## config.mk

```make
export PLATFORM = sky130hd
export DESIGN_NAME = skid_reg32
export DESIGN_NICKNAME = d
export VERILOG_FILES = /design/src/rtl/skid_reg32.sv
export SDC_FILE = /design/constraint.sdc
export NUM_CORES = 1
export LEC_CHECK = 0
export BUFFER_PORTS_ARGS = -buffer_cell sky130_fd_sc_hd__buf_2
export CAP_MARGIN = 20
export CELL_PAD_IN_SITES_DETAIL_PLACEMENT = 0
export CELL_PAD_IN_SITES_GLOBAL_PLACEMENT = 1
export CORE_ASPECT_RATIO = 0.8
export CORE_MARGIN = 1
export CORE_UTILIZATION = 35
export DETAILED_ROUTE_END_ITERATION = 8
export HOLD_SLACK_MARGIN = 0.1
export PLACE_DENSITY = 0.65
export SKIP_LAST_GASP = 1
export SLEW_MARGIN = 0
export SYNTH_ARGS = -nofsm -noshare
export SYNTH_HDL_FRONTEND = slang
export SYNTH_SLANG_ARGS = --single-unit
```

## constraint.sdc

```tcl
create_clock -name clk -period 3 [get_ports clk]
set_input_delay 0.6 -clock clk [delete_from_list [all_inputs] [get_ports clk]]
set_output_delay 0.6 -clock clk [all_outputs]
set_load 0.01 [all_outputs]
```

## src/rtl/skid_reg32.sv

```systemverilog
// skid_reg32: two-entry skid register for a 32-bit valid/ready stream.
//
// Handshake: a word moves across an interface on a rising edge when both
// valid and ready are high on that interface. in_ready is a function of
// registered state only, so no combinational path runs from out_ready or
// in_valid to in_ready. out_valid/data_out likewise come from registers.
//
// Storage is a main entry (always the oldest word, drives data_out) and a
// skid entry that catches the one word accepted while downstream stalls.
// The occupancy state doubles as the count output and serves as the
// observable FSM state.
module skid_reg32 (
    input  logic        clk,
    input  logic        reset,
    input  logic        in_valid,
    input  logic [31:0] data_in,
    output logic        in_ready,
    output logic        out_valid,
    output logic [31:0] data_out,
    input  logic        out_ready,
    input  logic        flush,
    output logic [1:0]  count
);

    typedef enum logic [1:0] {
        EMPTY = 2'd0,
        ONE   = 2'd1,
        FULL  = 2'd2
    } state_t;

    state_t      state_q;
    logic [31:0] main_q;
    logic [31:0] skid_q;

    logic in_fire;
    logic out_fire;

    // Outputs decode directly from registered state.
    assign in_ready  = (state_q != FULL);
    assign out_valid = (state_q != EMPTY);
    assign data_out  = main_q;
    assign count     = state_q;

    assign in_fire  = in_valid & in_ready;
    assign out_fire = out_valid & out_ready;

    // Occupancy FSM and data entries; flush overrides every other event.
    always_ff @(posedge clk or negedge reset) begin
        if (!reset) begin
            state_q <= EMPTY;
            main_q  <= 32'h0;
            skid_q  <= 32'h0;
        end else if (flush) begin
            state_q <= EMPTY;
            main_q  <= 32'h0;
            skid_q  <= 32'h0;
        end else begin
            case (state_q)
                EMPTY: begin
                    if (in_fire) begin
                        state_q <= ONE;
                        main_q  <= data_in;
                    end
                end
                ONE: begin
                    if (in_fire && out_fire) begin
                        main_q <= data_in;
                    end else if (in_fire) begin
                        // Downstream stalled: park the new word behind main.
                        state_q <= FULL;
                        skid_q  <= data_in;
                    end else if (out_fire) begin
                        state_q <= EMPTY;
                    end
                end
                FULL: begin
                    // in_ready is low here, so only a drain can happen.
                    if (out_fire) begin
                        state_q <= ONE;
                        main_q  <= skid_q;
                    end
                end
                default: begin
                    state_q <= EMPTY;
                end
            endcase
        end
    end

endmodule

```

=== Word-level counts from Yosys, hierarchy flattened ===
Cells that the tools add are included.

* Register bits: 66
* Latch bits: 0
* RAM bits: 0
* Bits in read-only memories: 0
* Output and inout port bits: 36
* Logic and storage cells: 38
* Memories: 0

* Add/sub/neg operators: 0
* $mul: 0
* Div/mod/pow operators: 0
* $lt $le $gt $ge: 0
* Equality and inequality tests: 9
* Shift-type cells: 0
* Multiplexer cells: 15
* Bitwise logic cells: 2
* Reductions and logical operators: 9

{| class="wikitable"
|+ Operators with widths
! cell !! count
|-
| 32-bit 2-to-1 mux || 7
|-
| 32-bit case mux with 3 select lines || 1
|-
| 2-bit 2-to-1 mux || 6
|-
| 3-bit != test, second input constant || 4
|-
| 4-bit AND reduction || 2
|-
| 2-bit case mux with 3 select lines || 1
|-
| 2-bit nonzero test || 3
|-
| 2-bit != test, second input constant || 2
|-
| 4-bit != test, second input constant || 1
|-
| 4-bit nonzero test || 1
|-
| 3-bit AND reduction || 1
|-
| 1-bit AND || 2
|-
| 2-bit by 1-bit equality test with 1-bit output, second input constant || 1
|-
| 2-bit equality test, second input constant || 1
|-
| 2-bit logical NOT || 1
|-
| 1-bit logical AND || 1
|}

=== Longest topological paths before layout ===
* Depth in word-level cells: 7
* Gate-level depth with buffers: 7
* Mapped depth without buffers: 5

=== Worst setup path before layout ===
Ideal clock, no wire load.

* Path type: input-to-reg
* Start: in flush
* End: reg main_q[0], in the netlist data_out[0]
* Library setup time: 125 ps
* Data arrival time: 1575 ps
* Data required time: 2875 ps
* Path slack: 1300 ps
* Stages on the path: 5
* Buffers on the path: 2
* Cell sequence: clkbuf_1 -> inv_1 -> o211ai_4 -> buf_6 -> mux2_4

* Longest elaborated chain between the ends: 2
* Elaborated cells between the ends (all ways): 6
* Classes of those cells: eq/ne: 3; mux: 1; reduce/logical: 2

{| class="wikitable"
|+ RTL lines
! element !! line !! text
|-
| from (decl) || 21 || <nowiki>input logic flush,</nowiki>
|-
| 3-bit != test (no source line) or 4-bit nonzero test (tied branches) || -- ||
|-
| 4-bit AND reduction (no source line) || -- ||
|-
| to (signal assigned) || 62 || <nowiki>main_q <= data_in;</nowiki>
|-
| to (signal assigned) || 67 || <nowiki>main_q <= data_in;</nowiki>
|-
| to (signal assigned) || 80 || <nowiki>main_q <= skid_q;</nowiki>
|-
| to (decl) || 32 || <nowiki>logic [31:0] main_q;</nowiki>
|}

Parallel ways exist; a longest one is shown, timed or not.
A chain may end at the register's enable or synchronous reset.

=== Worst setup path in the final report ===
* Start: reg state_q[0], in the netlist count[0]
* End: out in_ready

* Longest elaborated chain between the ends: 1

{| class="wikitable"
|+ RTL lines
! element !! line !! text
|-
| from (decl) || 31 || <nowiki>state_t state_q;</nowiki>
|-
| from (signal assigned) || 50 || <nowiki>state_q <= EMPTY;</nowiki>
|-
| from (signal assigned) || 54 || <nowiki>state_q <= EMPTY;</nowiki>
|-
| from (signal assigned) || 61 || <nowiki>state_q <= ONE;</nowiki>
|-
| 2-bit != test || 39 || <nowiki>assign in_ready = (state_q != FULL);</nowiki>
|-
| to (decl) || 17 || <nowiki>output logic in_ready,</nowiki>
|}

Every way passes these cells.

==> flow_metrics.py <==
metrics = {
    "outcome": {
        "outcome": "finished, final reports clean",
    },
    "layout": {
        "total_number_of_nets_in_the_final_design": 370,
        "area_of_all_placed_cells_without_fillers_sq_um": 3760,
        "fillers": 815,
        "syn2layout_area_growth_pct": 23.8,
        "diodes": 0,
        "layout-drive-gt1-share_pct": 39.3,
        "finish.utilization_pct": 44.5,
    },
    "worst_setup_path": {
        "worst-path-buf-inv": 2,
        "cp.depth": 3,
        "crit_slowest_cell": "dfrtp_1",
        "critPathLaunch": "count[0]",
        "critical_path_peak_fanout": 20,
        "timing.critical_path.from_type": "flop",
        "worst_ep_arrival_time_ps": 1900,
        "timing.critical_path.cells": "nor2b_4, inv_1, buf_2",
        "r2r-start": "count[1]",
        "crit-reg2reg-capture": "skid_q[9]",
        "worst_setup_path_category": "reg2out",
        "endpoint_kind": "primary output",
        "worstPathRequired_ps": 2400,
        "ff2ff_setup_slack_ps": 810,
        "crit_path_max_incr_delay_ps": 490,
        "r2r.worst_path.cells": 4,
        "path_delay_family": "buffers and inverters",
    },
    "grt": {
        "number_of_antenna_violations_at_the_first_check_in_global_routing": 0,
        "wire_length_of_the_first_global_routing_pass_um": 12100,
        "globalRoute.totalOverflow": 0,
        "first_global_vias": 2336,
        "grt.total_usage_pct": 17.4,
        "grt_max_degree": 39,
    },
    "clock_tree": {
        "cts-buffers-inserted": 9,
        "cts.repair_timing.setup_buffer_count": 0,
        "cts_max_path_buffers": 2,
        "cts_tree": "built",
        "htree_levels": 3,
        "cts.reportedPaths.clkPinSlew_ps": 90,
        "clk_root_buffer_cell": "clkbuf_8",
        "cts_repair_resize_count": 0,
        "clkLatencyLatePin_ps": 340,
        "cts_hold_repair.buffers": 0,
        "numClockSinks": 66,
    },
    "detailed_routing": {
        "wl_met3_um": 369,
        "detail_route.wirelength.met1_um": 3470,
        "remaining_drc_errors": 0,
        "vias": 2220,
        "drt_first_iter_violations": 85,
        "ant_nets": 0,
        "drt-pass1-iter-count": 4,
        "met2RoutedLength_um": 3230,
        "route.detailed.wl_per_inst_um": 15.8,
        "wirelength_um": 7110,
        "routed_via_density": 4.93,
        "top_layer": "met4",
    },
    "yosys": {
        "synth_async_reset_ratio_pct": 100,
        "synth.distinct_cells": 19,
        "synth_largest_area_cell": "dfrtp_1",
        "avgSynthCellArea_sq_um": 11.6,
        "edff_count_synth": 0,
        "synth_seq_area_share_pct": 54.4,
        "netlist_top_cells_area": "dfrtp_1 (54%), mux2_4 (15%), a22o_1 (9.2%)",
        "syn_inst": 263,
        "synth_warnings": 0,
        "mapped_nets": 300,
        "postSynthRegisterBits": 66,
        "synthDominantCellAreaShare_pct": 54.4,
        "synth_most_common_cell": "dfrtp_1",
        "most_instantiated_flip_flop_cell_in_the_synthesis_netlist": "dfrtp_1",
        "synth_commonest_cells": "dfrtp_1 (66), nand2_1 (64), a21oi_1 (34)",
        "post_synthesis_cell_area_sq_um": 3040,
    },
    "die": {
        "floorplan.initialDensity_pct": 36.0,
        "core_ar_sq_um": 8450,
        "core.rowCount": 30,
        "die_x_um": 106,
        "die_area_sq_um": 9060,
        "die-height_um": 85.3,
        "i_o_pin_cnt": 73,
    },
    "place": {
        "routabilityCongestion": 0.683,
        "place_ws_ps": 608,
        "hpwl_um": 4370,
        "port_buffers": 72,
        "detailed_place.area_sq_um": 3520,
    },
    "hold_path": {
        "min-delay-path-class": "in2async",
    },
    "timing": {
        "layout_min_cycle_time_ps": 2500,
        "rsz0062_at_grt": "false",
        "final_hold_viol_count": 0,
        "slew-limit-headroom_pct": 28.4,
        "fmax_ghz": 0.400,
        "setup_total_negative_slack_ps": 0,
        "finalCritPeriodShare_pct": 83.4,
        "report.final.slew_viol_count": 0,
        "setup_violations": 0,
        "finalClockSkew_ps": 12.0,
        "tightest_slew_ps": 1070,
        "postLayoutSetupSlackWorst_ps": 499,
    },
    "job": {
        "maxcap_viol_count": 0,
    },
    "power_and_ir_drop": {
        "static-leakage-power_nw": 1.96,
        "ir_worst_vdd_v": 0.000220,
        "p_per_area_nw_per_um2": 578,
    },
}
## routing by layer
metal / track usage [%] / vias up
li1: - / 1052
met1: 24.6 / 1100
met2: 26.1 / 63
met3: 5.91 / 5
met4: 3.03 / 0
met5: 0 / -
## logic make-up (layout without fill, tap and decap cells)
| family | Yosys count | in the layout | share of synthesized area [%] |
|---|---|---|---|
| mux | 33 | 33 | 15.9 |
| simple gates | 74 | 74 | 9.72 |
| buf+inv | 22 | 97 | 3.95 |
| compound gates | 68 | 68 | 16.1 |
| flops | 66 | 66 | 54.4 |
## how the worst max path moves through the flow
stage	slack [ps]	to
floorplan	1300	data_out[0]
global placement	600	skid_q[16]
finish	500	in_ready
CTS	460	in_ready
detailed placement	610	skid_q[9]
global route	340	in_ready
## flip-flops by register name, summed over array words and instances (netlist names)
signal and count:
data_out 32, count 2, skid_q 32
## per-stage QoR
stage	power (mW)	hold slack, ps	std cells
6_report	2.17	290	450
5_1_grt	2.28	335	450
4_1_cts	2.20	303	450
3_5_place_dp	1.29	490	434
3_3_place_gp	1.29	487	434
2_1_floorplan	1.16	304	263
## layout by cell type (no fill, tap or decap)
cell / instances
clkbuf_8: 9
buf_12: 2
buf_2: 72
clkinv_2: 1
bufinv_16: 3
o21ai_4: 1
nor2_2: 1
nor2b_1: 1
inv_1: 2
nand2_1: 64
mux2_4: 30
o211ai_4: 1
mux2i_1: 1
or2_2: 1
mux2_2: 2
a22o_1: 32
nor2_1: 1
dfrtp_1: 66
nor3_2: 1
clkinvlp_4: 3
nor2b_4: 1
a21oi_1: 34
nand2b_1: 3
buf_4: 5
nor3_1: 1
## power breakdown
part / switching (mW) / internal (mW)
clock network: 0.353 / 0.550
logic: 0.151 / 0.145
registers: 0.0333 / 0.942
## worst register-to-register path: cells and delay by family (launching register included)
| family | cells | cell delay, ps |
|---|---|---|
| compound gates | 1 | 170 |
| simple gates | 2 | 1120 |
| flops | 1 | 440 |
| buf+inv | 1 | 400 |
## layout make-up
class | instances | area, sq um | share of cell area, %
inverters | 2 | 7.51 | 0.200
flip-flops and latches | 66 | 1650 | 43.9
well taps | 112 | 140 | 3.73
clock buffers | 9 | 124 | 3.29
repair buffers | 79 | 438 | 11.6
multi-input cells | 175 | 1280 | 34.1
clock inverters | 7 | 118 | 3.13
No activity file was read; power rests on OpenSTA's default activity.
